[src/rtl/cpu_defs.sv]
// Shared CPU constants: reset/exception vectors and fetch geometry.
package cpu_defs;

  localparam logic [31:0] PC_RESET_VEC    = 32'hbfc00000;
  localparam logic [31:0] EXC_VEC_RESET   = 32'hbfc00000;
  localparam logic [31:0] EXC_VEC_GENERAL = 32'hbfc00380;
  localparam int          PC_STEP         = 4;
  localparam int          PC_ALIGN_BITS   = 2;

endpackage

[src/rtl/pc_redirect_pend.sv]
// Holds a branch target that could not be taken because fetch was not advancing.
module pc_redirect_pend #(
  parameter int WIDTH = 32
) (
  input  logic             clk,
  input  logic             reset,
  input  logic             set_i,
  input  logic             clear_i,
  input  logic [WIDTH-1:0] target_i,
  output logic             valid_o,
  output logic [WIDTH-1:0] target_o
);

  // clear wins so a flush or a consuming advance never leaves a stale redirect
  always_ff @(posedge clk or posedge reset) begin
    if (reset) begin
      valid_o  <= 1'b0;
      target_o <= '0;
    end else if (clear_i) begin
      valid_o  <= 1'b0;
    end else if (set_i) begin
      valid_o  <= 1'b1;
      target_o <= target_i;
    end
  end

endmodule

[src/rtl/pc_gen.sv]
// Fetch-stage PC generator: flush > branch > sequential, with a pending
// register so a branch seen while fetch is blocked is taken on the next accept.
module pc_gen
  import cpu_defs::*;
#(
  parameter int               WIDTH      = 32,
  parameter logic [WIDTH-1:0] RESET_PC   = WIDTH'(PC_RESET_VEC),
  parameter int               STEP       = PC_STEP,
  parameter int               ALIGN_BITS = PC_ALIGN_BITS
) (
  input  logic             clk,
  input  logic             reset,
  input  logic             stall_i,
  input  logic             flush_i,
  input  logic [WIDTH-1:0] exc_target_i,
  input  logic             br_take_i,
  input  logic [WIDTH-1:0] br_target_i,
  input  logic             inst_addr_ok_i,
  output logic             inst_req_o,
  output logic [WIDTH-1:0] inst_addr_o,
  output logic             pc_adel_o,
  output logic             pend_valid_o
);

  logic [WIDTH-1:0] pc;
  logic             started;
  logic [WIDTH-1:0] pend_target;
  logic             advance;
  logic [WIDTH-1:0] next_pc;

  assign inst_addr_o  = pc;
  assign pc_adel_o    = |pc[ALIGN_BITS-1:0];
  assign inst_req_o   = started & ~stall_i & ~flush_i & ~pc_adel_o;
  assign advance      = inst_req_o & inst_addr_ok_i;

  // a fresh branch this cycle beats an older pending one
  assign next_pc = br_take_i    ? br_target_i :
                   pend_valid_o ? pend_target :
                                  pc + WIDTH'(STEP);

  always_ff @(posedge clk or posedge reset) begin
    if (reset) begin
      pc      <= RESET_PC;
      started <= 1'b0;
    end else begin
      started <= 1'b1;
      if (flush_i)
        pc <= exc_target_i;
      else if (advance)
        pc <= next_pc;
    end
  end

  pc_redirect_pend #(.WIDTH(WIDTH)) u_pend (
    .clk      (clk),
    .reset    (reset),
    .set_i    (br_take_i & ~advance & ~flush_i),
    .clear_i  (flush_i | advance),
    .target_i (br_target_i),
    .valid_o  (pend_valid_o),
    .target_o (pend_target)
  );

endmodule
[config.mk]
export PLATFORM = sky130hd
export DESIGN_NAME = pc_gen
export DESIGN_NICKNAME = d
export VERILOG_FILES = /design/src/rtl/cpu_defs.sv /design/src/rtl/pc_redirect_pend.sv /design/src/rtl/pc_gen.sv
export SDC_FILE = /design/constraint.sdc
export NUM_CORES = 1
export LEC_CHECK = 0
export ABC_CLOCK_PERIOD_IN_PS = 2100
export CELL_PAD_IN_SITES_DETAIL_PLACEMENT = 0
export CELL_PAD_IN_SITES_GLOBAL_PLACEMENT = 1
export CORE_ASPECT_RATIO = 0.9
export CORE_MARGIN = 4
export CORE_UTILIZATION = 44
export DETAILED_ROUTE_END_ITERATION = 8
export DONT_BUFFER_PORTS = 1
export GPL_TIMING_DRIVEN = 0
export PLACE_DENSITY = 0.88
export RECOVER_POWER = 100
export SETUP_SLACK_MARGIN = 0.5
export SYNTH_ARGS = -nofsm -noshare
export SYNTH_HDL_FRONTEND = slang
export SYNTH_HIERARCHICAL = 1
export SYNTH_SLANG_ARGS = --single-unit
[constraint.sdc]
create_clock -name clk -period 2.1 [get_ports clk]
set_input_delay 0.42 -clock clk [delete_from_list [all_inputs] [get_ports clk]]
set_output_delay 0.42 -clock clk [all_outputs]
set_load 0.01 [all_outputs]
==> flow_summary.toml, run 1 <==
[grt]
gr-total-overflow = 0
track_usage_pct = 28.0
grt_pass1_vias = 4139
grt_max_degree = 34
antenna_found_initial = 0
grt_pass1_wl_mm = 24.2

[routing]
num_vias = 4087
viasPerCell = 6.72
antenna_left = 0
dr.pass1.iters = 5
drc_errors = 0
drt_iter0_markers = 429
wl_per_cell_um = 26.2
routed_wl_mm = 15.9

[clocking]
clock_sinks = 66
numCtsBuffers = 9
cts_buffer_depth = 2
cts_tree = "done"
clkTransAtPathRegs_ps = 80
cts_root_buf = "clkbuf_8"
htreeDepth = 3
clk_latency_ps = 360

[place]
dp_hpwl_mm = 10.6
place_inst = 551
io_buffers = 0
globalplace.congestion = 0.975
placed_area_um2 = 4490

[synth]
yosysUniqueCellTypes = 63
synth_top_cell_area_share_pct = 34.2
synthMuxAreaShare_pct = 13.5
synth-simple-area-share_pct = 17.3
synth_xor_area_share_pct = 0.840
synthArstFlopShare_pct = 100
synth_area_leaders = "dfrtp_1 34%, mux2_4 11%, dfstp_2 5.7%"
synthAdderAreaFrac_pct = 0.300
syn_area_per_cell_um2 = 9.73
synth-main-ff-cell = "dfrtp_1"
ys_ff_latch = 66
synth_top_family_by_area = "compound AO/OA/AOI/OAI gates"
syn_nets = 500
yosys_warnings = 6
synth_compound_area_share_pct = 22.5
synth_area_leader_cell = "dfrtp_1"
synth_edf_count = 0
syn_inst = 429
syn_area_um2 = 4170
yosysSeqAreaShare_pct = 39.9

[finish]
fin_cells = 608
diodes = 0
nNetsFinal = 552
seq_area_um2 = 1670
fin_area_um2 = 5510
multi_input_area_um2 = 2610
final_util_pct = 60.1
fillers = 768
final_cell_mix = "48 x dfrtp_1, 32 x nand2_1, 30 x mux2_4"
drive_gt1_share_pct = 39.5
layout-area-overhead-vs-synth_pct = 32.1
final_common_cell = "dfrtp_1"

[timing]
drv_slew = 0
slew_headroom_pct = 0.675
final.setup.worst_slack_ps = -50.7
setup_viol = 10
fin_crit_ps = 2150
fin_skew_ps = 10.3
tns_ps = -419
worstMarginPinSlew_ps = 1490
rsz0062_at_grt = "true"
max_freq_mhz = 465
timing.final.crit_share_pct = 102
hold_viol = 0

[setup_path]
cpMostUsedCell = "buf_12"
critPathRequiredTime_ps = 2340
crit_family = "buffers and inverters"
worstPathMaxFanout = 10
crit_slowest_cell = "clkbuf_1"
cp_num_buf_inv = 6
worst_path_largest_cell_delay_ps = 570
startpoint_type = "input port"
end_kind = "flip-flop"
arrival_ps = 2390
path_class = "input port to flip-flop"
crit_chain = "clkbuf_2 -> inv_1 -> clkbuf_1 -> nor2_4 -> nor2b_4 -> buf_8 -> buf_12 -> buf_12 -> mux2_4"

[job]
max_cap_violations = 2

[floorplanning]
die_w_um = 111
start_util_pct = 45.5
die_h_um = 100
core_um2 = 9170
rows = 33
pin_count = 105
die_area_um2 = 11100

[pwr]
p_leak_nw = 2.17
ir_worst_vdd_mv = 0.392
power.density_nw_per_um2 = 697

[min_path]
min_path_type = "input port to flip-flop"

[run_status]
violations = "max-capacitance violations, negative setup slack"
status = "finished with violations"
==> where the power goes <==
group	internal [W]	total (W)	switching (W)
registers	0.00148	0.00175	0.000267
logic	0.000419	0.000795	0.000375
clock network	0.000764	0.00130	0.000532
total	0.00267	0.00384	0.00117
==> final timing paths <==
kind,start,end,slack [ps],depth (start not counted)
worst min-delay path,exc_target_i[31],inst_addr_o[31]$_DFFE_PP1P_,170,1
worst min register to register,u_pend/target_o[9]$_DFFE_PP0P_,u_pend/target_o[9]$_DFFE_PP0P_,510,1
worst max-delay path,br_take_i,u_pend/target_o[5]$_DFFE_PP0P_,-50,9
max in group asynchronous,reset,inst_addr_o[12]$_DFFE_PP0P_,730,1
min in group asynchronous,reset,inst_addr_o[3]$_DFFE_PP0P_,380,1
worst max register to register,inst_addr_o[0]$_DFFE_PP0P_,u_pend/target_o[5]$_DFFE_PP0P_,-30,11
==> Yosys cell counts, types with 3 or more instances <==
cell and number:
dfrtp_1 57, o21ai_0 34, nand2_1 33, mux2_4 30, nor2_1 30, clkbuf_1 23, a21oi_1 19, nor3_1 14
a221oi_1 12, nand4_1 12, inv_1 11, nand3_1 10, dfstp_2 9, mux2i_1 9, o221ai_1 8, a211oi_1 6
a221o_1 6, a22oi_1 6, a31oi_1 6, and4_1 6, nor4_1 6, o31ai_1 6, and3_1 5, buf_2 4
nand2b_1 4, o21a_1 4, o311ai_0 4, o31a_1 4, a211o_1 3, buf_12 3, o211ai_1 3, o22ai_1 3
==> cells by family after synthesis <==
family | Yosys count
muxes | 41
AOI/OAI and AO/OA | 135
other | 1
DFF | 66
adders and majority gates | 1
buffers and inverters | 46
and+or+nand+nor | 135
xor gates and xnor gates | 4
==> per-layer routing <==
| metal | routed length (µm) | GRT usage, % | part of all wire (%) | vias up |
|---|---|---|---|---|
| li1 | - | - | - | 1747 |
| met1 | 6460 | 36.3 | 41 | 2046 |
| met2 | 7030 | 42.0 | 44 | 262 |
| met3 | 2050 | 12.5 | 13 | 32 |
| met4 | 386 | 9.28 | 2.4 | 0 |
| met5 | 0 | 0 | 0 | - |
==> per-stage QoR <==
step	setup WS [ps]	hold WS, ps	total power, W
after floorplan	107	471	0.00222
after global placement	-450	481	0.00239
after detailed placement	-458	486	0.00242
after CTS	8.25	120	0.00378
after global routing	-78.6	170	0.00397
final	-50.7	171	0.00384
==> final cells by class <==
type                            count  area share, %
Buffer                             34           6.63
Clock buffer                       12           3.00
Clock inverter                      4           1.32
Inverter                           12          0.863
Multi-Input combinational cell    317           47.3
Sequential cell                    66           30.4
Tap cell                          122           2.77
Timing Repair Buffer               41           7.77
==> worst reg2reg max path, stage by stage (launching register included) <==
cell and delay [ps]:
dfrtp_2 460, nor2_4 210, and4_1 240, buf_6 110, nor2_4 40, inv_4 70, nor2_4 30, nor2b_4 150
buf_8 140, buf_12 130, buf_12 130, mux2_4 300
==> flip-flops by register name (all words and copies together) (netlist names) <==
| name | cells |
|---|---|
| started | 1 |
| u_pend/valid_o | 1 |
| u_pend/target_o | 32 |
| inst_addr_o | 32 |
==> what timing repair did <==
action                                  CTS  global route
setup buffers                            29             9
hold buffers                              0             0
endpoints found under the setup margin   67            66
resized for setup                        91            29
gates cloned                              3             0
pin swaps                                25            20
(Power assumes the default switching activity.)
==> inputs of run 2 (changes only) <==
--- a/config.mk
+++ b/config.mk
@@ -17,6 +17,7 @@
 export PLACE_DENSITY = 0.88
 export RECOVER_POWER = 100
 export SETUP_SLACK_MARGIN = 0.5
+export SKIP_CTS_REPAIR_TIMING = 1
 export SYNTH_ARGS = -nofsm -noshare
 export SYNTH_HDL_FRONTEND = slang
 export SYNTH_HIERARCHICAL = 1
==> run 2 against run 1 <==
Against the previous run:
- the flow still finishes with violations (max-capacitance violations, negative setup slack)
- cell count down 1.8%
- fmax up 0.87%
- sequential power about the same
- final area down 3.9%
- global-route usage down 1.3 points
- clock-buffer cell count unchanged
- sequential share of layout area up 1.1 points
- core utilization down 2.4 points
- non-clock buffer count down 11
- largest cell class unchanged
- largest power group unchanged
==> flow_summary.toml, run 2 (synthesis results as in run 1) <==
[timing]
setup_viol = 25
worstMarginPinSlew_ps = 1490
fin_skew_ps = 8.57
fin_crit_ps = 2130
slew_headroom_pct = 0.486
final.setup.worst_slack_ps = -32.1
hold_viol = 0
drv_slew = 0
max_freq_mhz = 469
rsz0062_at_grt = "true"
timing.final.crit_share_pct = 102

[clocking]
clock_sinks = 66
htreeDepth = 3
clkTransAtPathRegs_ps = 80
clk_latency_ps = 360
cts_buffer_depth = 2
cts_tree = "done"
numCtsBuffers = 9
cts_root_buf = "clkbuf_8"

[setup_path]
r2r_cells = 10
r2r_slack_ps = -30
arrival_ps = 2380
cp_num_buf_inv = 4
r2r_start = "inst_addr_o[1]$_DFFE_PP0P_"
path_class = "flip-flop to flip-flop"
crit_chain = "nor2_4 -> and4_1 -> buf_6 -> nor2_4 -> inv_4 -> nor2_4 -> nor2b_4 -> buf_12 -> clkbuf_16 -> mux2_4"
critPathRequiredTime_ps = 2350
end_kind = "flip-flop"
r2r-end = "u_pend/target_o[2]$_DFFE_PP0P_"
crit_family = "simple AND/OR/NAND/NOR gates"
crit_slowest_cell = "dfrtp_2"
crit_start = "inst_addr_o[1]$_DFFE_PP0P_"
worst_path_largest_cell_delay_ps = 430
startpoint_type = "flip-flop"
worstPathMaxFanout = 8
cpMostUsedCell = "nor2_4"

[pwr]
share_comb_of_total_power_pct = 20.2
power.density_nw_per_um2 = 718
p_int_w = 0.00264
seqPwrFrac_pct = 45.7
p_leak_nw = 2.05
power_frac_clock_pct = 34.1
switching_power_w = 0.00115
switching_share_pct = 30.4
ir_worst_vdd_mv = 0.393

[grt]
antenna_found_initial = 0
track_usage_pct = 26.7
grt_pass1_vias = 3966
gr-total-overflow = 0
grt_max_degree = 34
grt_pass1_wl_mm = 23.1

[place]
io_buffers = 0
dp_hpwl_mm = 10.6
place_inst = 551
globalplace.congestion = 0.975

[finish]
seq_area_um2 = 1670
final_common_cell = "dfrtp_1"
layout-area-overhead-vs-synth_pct = 26.9
diodes = 0
final_util_pct = 57.8
fillers = 775
multi_input_area_um2 = 2540
drive_gt1_share_pct = 35.2
final_cell_mix = "53 x dfrtp_1, 32 x nand2_1, 31 x mux2_4"
nNetsFinal = 541
fin_cells = 597

[job]
max_cap_violations = 1

[run_status]
violations = "max-capacitance violations, negative setup slack"
status = "finished with violations"

[floorplanning]
pin_count = 105
rows = 33
die_area_um2 = 11100
core_um2 = 9170
die_w_um = 111
start_util_pct = 45.5
die_h_um = 100

[min_path]
hp-start = "exc_target_i[31]"
min_path_type = "input port to flip-flop"
min_delay_worst_endpoint = "inst_addr_o[31]$_DFFE_PP1P_"
hold_depth = 1

[routing]
drt_iter0_markers = 339
wl_per_cell_um = 26.4
num_vias = 4051
drc_errors = 0
antenna_left = 0
dr.pass1.iters = 5
routed_wl_mm = 15.8
viasPerCell = 6.79
## run 2: how the worst max path moves through the flow
stage                                      end  slack, ps  cells past startpoint
6_report        u_pend/target_o[2]$_DFFE_PP0P_        -30                     10
5_1_grt        u_pend/target_o[22]$_DFFE_PP0P_        -70                     10
4_1_cts         u_pend/target_o[4]$_DFFE_PP0P_       -340                     10
3_5_place_dp   u_pend/target_o[11]$_DFFE_PP0P_       -460                      8
3_3_place_gp    u_pend/target_o[2]$_DFFE_PP0P_       -450                      8
2_1_floorplan   u_pend/target_o[0]$_DFFE_PP0P_        110                     11
## run 2: metrics by stage
stage / area, µm² / total power, W / hold slack [ps] / setup WS [ps] / setup TNS [ps]
2_1_floorplan: 4340 / 0.00222 / 471 / 107 / 0
3_3_place_gp: 4490 / 0.00239 / 481 / -450 / -16180
3_5_place_dp: 4490 / 0.00242 / 486 / -458 / -18310
4_1_cts: 4730 / 0.00369 / 121 / -339 / -14660
5_1_grt: 5290 / 0.00393 / 174 / -65.2 / -1450
6_report: 5290 / 0.00380 / 181 / -32.1 / -453
## run 2: worst register-to-register path, stage by stage (launching register included)
cell and delay, ps:
dfrtp_2 430, nor2_4 90, and4_1 220, buf_6 130, nor2_4 160, inv_4 80
nor2_4 100, nor2b_4 180, buf_12 160, clkbuf_16 180, mux2_4 300
## run 2: final cells by class
class | instances | area share [%]
sequential | 66 | 31.5
buffer | 34 | 6.07
timing repair buffer | 30 | 6.07
clock buffer | 12 | 3.12
multi-input combinational | 317 | 48.1
tap | 122 | 2.88
clock inverter | 4 | 1.37
inverter | 12 | 0.898
## run 2: layer usage
metal	up-vias	wire length (µm)	global-route usage, %
li1	1720	-	-
met1	1990	6330	35.1
met2	304	6890	40.2
met3	37	2180	11.4
met4	0	364	7.77
met5	-	0	0
## run 2: power groups by stage
stage                     clock network (W)  logic, W  registers (W)
after global routing                0.00134  0.000824        0.00177
after floorplan                           0  0.000542        0.00168
after CTS                           0.00129  0.000673        0.00173
after detailed placement                  0  0.000668        0.00175
after global placement                    0  0.000650        0.00174
final                               0.00129  0.000767        0.00174
